$ cat src/rtl/ren_tile_splitter.sv
// Tile subdivider: pops a parent tile and emits a row-major grid of
// sub-tiles (or the parent whole) to the binner over valid/ready.
module ren_tile_splitter #(
  parameter int COORD_W    = 16,
  parameter int SIZE_W     = 8,
  parameter int SPLIT_LOG2 = 1,
  parameter int MIN_SIZE   = 4
) (
  input  logic               clk,
  input  logic               rstn,
  input  logic               i_en,
  input  logic               i_mode,
  input  logic               i_empty,
  output logic               o_fifo_read,
  input  logic [COORD_W-1:0] i_tile_x,
  input  logic [COORD_W-1:0] i_tile_y,
  input  logic [SIZE_W-1:0]  i_tile_size,
  output logic               o_valid,
  input  logic               i_ready,
  output logic [COORD_W-1:0] o_tile_x,
  output logic [COORD_W-1:0] o_tile_y,
  output logic [SIZE_W-1:0]  o_tile_size,
  output logic               o_last,
  output logic               o_busy
);

  localparam logic [1:0] IDLE  = 2'd0;
  localparam logic [1:0] FETCH = 2'd1;
  localparam logic [1:0] EMIT  = 2'd2;

  localparam logic [SPLIT_LOG2-1:0] CMAX = '1;

  logic [1:0]            state;
  logic [SPLIT_LOG2-1:0] sx;
  logic [SPLIT_LOG2-1:0] sy;
  logic [COORD_W-1:0]    base_x;
  logic [COORD_W-1:0]    acc_x;
  logic [COORD_W-1:0]    acc_y;
  logic [COORD_W-1:0]    step;
  logic [SIZE_W-1:0]     osize;
  logic [SIZE_W-1:0]     sub;
  logic                  pt;
  logic                  pt_n;
  logic                  xfer;
  logic                  at_end;

  assign sub    = i_tile_size >> SPLIT_LOG2;
  assign pt_n   = i_mode
                | (int'(sub) < MIN_SIZE)
                | (sub == '0);

  assign o_valid = (state == EMIT);
  assign o_busy  = (state != IDLE);
  assign xfer    = o_valid & i_ready;
  assign at_end  = pt | ((sx == CMAX) & (sy == CMAX));
  assign o_last  = o_valid & at_end;

  // Gated by rstn so a reset never leaks a pop strobe.
  assign o_fifo_read = rstn & (state == IDLE)
                     & i_en & ~i_empty;

  assign o_tile_x    = acc_x;
  assign o_tile_y    = acc_y;
  assign o_tile_size = osize;

  always_ff @(posedge clk or negedge rstn) begin
    if (!rstn) begin
      state  <= IDLE;
      sx     <= '0;
      sy     <= '0;
      base_x <= '0;
      acc_x  <= '0;
      acc_y  <= '0;
      step   <= '0;
      osize  <= '0;
      pt     <= 1'b0;
    end else begin
      unique case (state)
        IDLE: begin
          if (o_fifo_read) state <= FETCH;
        end
        FETCH: begin
          base_x <= i_tile_x;
          acc_x  <= i_tile_x;
          acc_y  <= i_tile_y;
          step   <= COORD_W'(sub);
          osize  <= pt_n ? i_tile_size : sub;
          pt     <= pt_n;
          sx     <= '0;
          sy     <= '0;
          state  <= EMIT;
        end
        EMIT: begin
          if (xfer) begin
            if (at_end) begin
              state <= IDLE;
            end else if (sx == CMAX) begin
              sx    <= '0;
              sy    <= sy + 1'b1;
              acc_x <= base_x;
              acc_y <= acc_y + step;
            end else begin
              sx    <= sx + 1'b1;
              acc_x <= acc_x + step;
            end
          end
        end
        default: state <= IDLE;
      endcase
    end
  end

endmodule

$ cat config.mk
export PLATFORM = sky130hd
export DESIGN_NAME = ren_tile_splitter
export DESIGN_NICKNAME = d
export VERILOG_FILES = /design/src/rtl/ren_tile_splitter.sv
export SDC_FILE = /design/constraint.sdc
export NUM_CORES = 1
export LEC_CHECK = 0
export CORE_AREA = 2 2 92 94
export DETAILED_ROUTE_END_ITERATION = 8
export DIE_AREA = 0 0 94 96
export PLACE_DENSITY = 0.78
export SLEW_MARGIN = 20
export SYNTH_ARGS = -nofsm -noshare
export SYNTH_HDL_FRONTEND = slang
export SYNTH_SLANG_ARGS = --single-unit
export TNS_END_PERCENT = 20
$ cat constraint.sdc
create_clock -name clk -period 2.55 [get_ports clk]
set_clock_uncertainty 0.05 [all_clocks]
set_input_delay 0.51 -clock clk [delete_from_list [all_inputs] [get_ports clk]]
set_output_delay 0.51 -clock clk [all_outputs]
set_load 0.005 [all_outputs]
==> results.cfg <==
[finish]
fin_nets = 615
design_area_mm2 = 0.00519
drive_gt1_frac = 0.0968
fill_cells = 691
diodes = 0
most-common-layout-cells = 107 x nand2_1, 88 x clkdlybuf4s50_1, 67 x dfrtp_1
layout_commonest_cell = nand2_1
syn_to_final_growth_pct = 30.6

[flow_run]
cap_violations = 0

[global_routing]
grt_pass1_vias = 3756
grt.total_usage = 0.253
grt_overflow_total = 0
grt_max_degree = 45
antenna_found_initial = 0
grt_pass1_wl_mm = 17.9

[place]
place_area_mm2 = 0.00500
pre_cts_slack_ns = 0.160
place.gp.congestion = 0.901
io_buffers = 89
dp_hpwl_mm = 7.78

[setup_path]
crit_fanout = 5
slowest_delay_ns = 0.41
crit_chain = ha_1, fa_1, a21o_1, a21oi_1, o21a_1, nor2_1, a32o_1, a31o_1
crit_required_ns = 2.74
endpoint_kind = flop
crit_family = compound AO/OA/AOI/OAI gates
startpoint_type = flop
cp_slowest_cell = dfrtp_1
criticalPathCategory = flop to flop
arrival_ns = 2.60
crit_buf_inv = 0

[timing]
slew_viol_final = 0
hold_viol_final = 0
tightest_slew_ns = 0.563
whs_ns = 0.215
max_freq_ghz = 0.415
fin_crit_ns = 2.41
setup_viol = 0
rsz0062_at_grt = false
layout_setup_ws_ns = 0.142
max-slew-margin-rel = 0.625
finalSetupTns_ns = 0
period_share = 0.944

[power]
swShare = 0.426
switching_power_mw = 2.80
power.density_mw_per_mm2 = 1260
intPower_mw = 3.77
finalPower_mw = 6.57
combPwrFrac = 0.557
p_clk_frac = 0.122
irDropWorstVdd_mv = 0.548
seqPwrFrac = 0.322
leakage_nw = 2.35

[floorplanning]
die_w_um = 94
die_y_um = 96
ios = 90
die-area_mm2 = 0.00902
num_rows = 33
start_util = 0.494
core_mm2 = 0.00805

[yosys]
synth_nets = 522
synthCells = 460
synth_top_cell_area_share = 0.428
netlist-cell-type-count = 63
synth_ff_type = dfrtp_1
yosysWarnings = 0
synth_seq_area_share = 0.428
ys_ff_latch = 68
synth_area_per_cell_um2 = 8.64
mappedNetlistArea_mm2 = 0.00398
async_flop_share = 1.00
synth_edf_count = 0
netlist_top_cells_area = dfrtp_1 43%, nand2_1 10%, a21oi_1 5.3%
yosysTopAreaCell = dfrtp_1

[clocking]
cts_buffers = 9
cts_root_buf = clkbuf_8
cts.reportedPaths.clkPinSlew_ns = 0.08
cts_tree = built
cts_max_path_buffers = 2
clock_latency_ns = 0.34
h-tree-depth = 3
cts.sinks = 68
cts_hold_buffers = 0

[min_path]
hold_class = input port to async pin

[routing]
ant_nets = 0
drt_iter0_markers = 180
first_pass_iters = 5
vias = 3790
wl_per_cell_um = 16.4
via_per_inst = 5.72
wirelength_mm = 10.9
drc = 0

[run_status]
status = finished clean
## per-layer routing
layer	global-route usage	share of wire
met5	0	0
met4	0.109	0.025
met3	0.0337	0.060
met2	0.433	0.48
met1	0.323	0.43
## state kept, by name, indices dropped and copies added (netlist names)
| name | cells |
|---|---|
| base_x | 16 |
| o_tile_x | 16 |
| o_tile_y | 16 |
| o_tile_size | 8 |
| step | 7 |
| state | 2 |
| pt | 1 |
| sx | 1 |
| sy | 1 |
## path summary, 6_finish.rpt
path	to	slack [ns]	cells after the start	start
setup / recovery	o_tile_y[14]	0.14	8	o_tile_y[0]
hold / removal	o_tile_size[2]	0.21	2	rstn
setup reg to reg	o_tile_y[14]	0.14	8	o_tile_y[0]
hold reg to reg	base_x[10]	0.42	2	base_x[10]
max in group asynchronous	state[1]	1.32	3	rstn
min in group clk	base_x[10]	0.42	2	base_x[10]
## power by group through the flow
stage | Combinational (mW) | Sequential, mW | Clock, mW
floorplan | 2.28 | 2.00 | 0
global placement | 3.44 | 2.10 | 0
detailed placement | 3.58 | 2.12 | 0
CTS | 3.61 | 2.10 | 0.807
global route | 4.07 | 2.18 | 0.844
finish | 3.65 | 2.11 | 0.799
## synth_stat cells (all sizes together) (2+ instances only)
master  count
a211oi      4
a41o        4
or2         4
o21ai      28
nand3b      4
o211ai      4
mux2i      11
nand2b      6
fa          2
nor2       32
inv         8
a21oi      43
xor2        4
o21a        5
o32ai       3
ha         14
nor2b       4
nand4       2
a32o        2
o22a        5
and3        5
o311ai      2
a31o        2
a21o        6
or3         2
clkbuf     15
buf        11
dfrtp      68
nand3      11
o31ai       5
a31oi      10
xnor2       4
nand2     108
nor3       10
## cell families (layout without fill, tap and decap cells)
| group | count (synthesis) | after routing | synth area share |
|---|---|---|---|
| AOI/OAI and AO/OA | 129 | 129 | 0.216 |
| buffers and inverters | 34 | 132 | 0.0378 |
| and+or+nand+nor | 194 | 194 | 0.219 |
| DFF | 68 | 68 | 0.428 |
| xor gates and xnor gates | 8 | 8 | 0.0176 |
| muxes | 11 | 11 | 0.0277 |
| adders and majority gates | 16 | 16 | 0.0541 |
## timing repair
item	CTS	global route
setup buffers	0	3
setup endpoints to repair	0	1
resized for setup	0	1
## worst reg2reg max path: stages (launching register included)
cell and delay (ns):
dfrtp_1 0.41, ha_1 0.23, fa_1 0.41, a21o_1 0.21
a21oi_1 0.23, o21a_1 0.22, nor2_1 0.13, a32o_1 0.24
a31o_1 0.17
## final cells by class
| type | count | area, um2 | area share |
|---|---|---|---|
| well taps | 105 | 131 | 0.0253 |
| multi-input cells | 358 | 2130 | 0.410 |
| flip-flops and latches | 68 | 1700 | 0.328 |
| clock inverters | 5 | 27.5 | 0.00530 |
| repair buffers | 108 | 1030 | 0.198 |
| clock buffers | 11 | 141 | 0.0272 |
| inverters | 8 | 32.5 | 0.00627 |
## per-stage QoR
| step | util | std cells |
|---|---|---|
| after floorplan | - | 460 |
| after global placement | 0.621 | 644 |
| after detailed placement | 0.621 | 644 |
| after CTS | 0.642 | 660 |
| after global routing | 0.645 | 663 |
| final | 0.645 | 663 |
(Power assumes the default switching activity.)
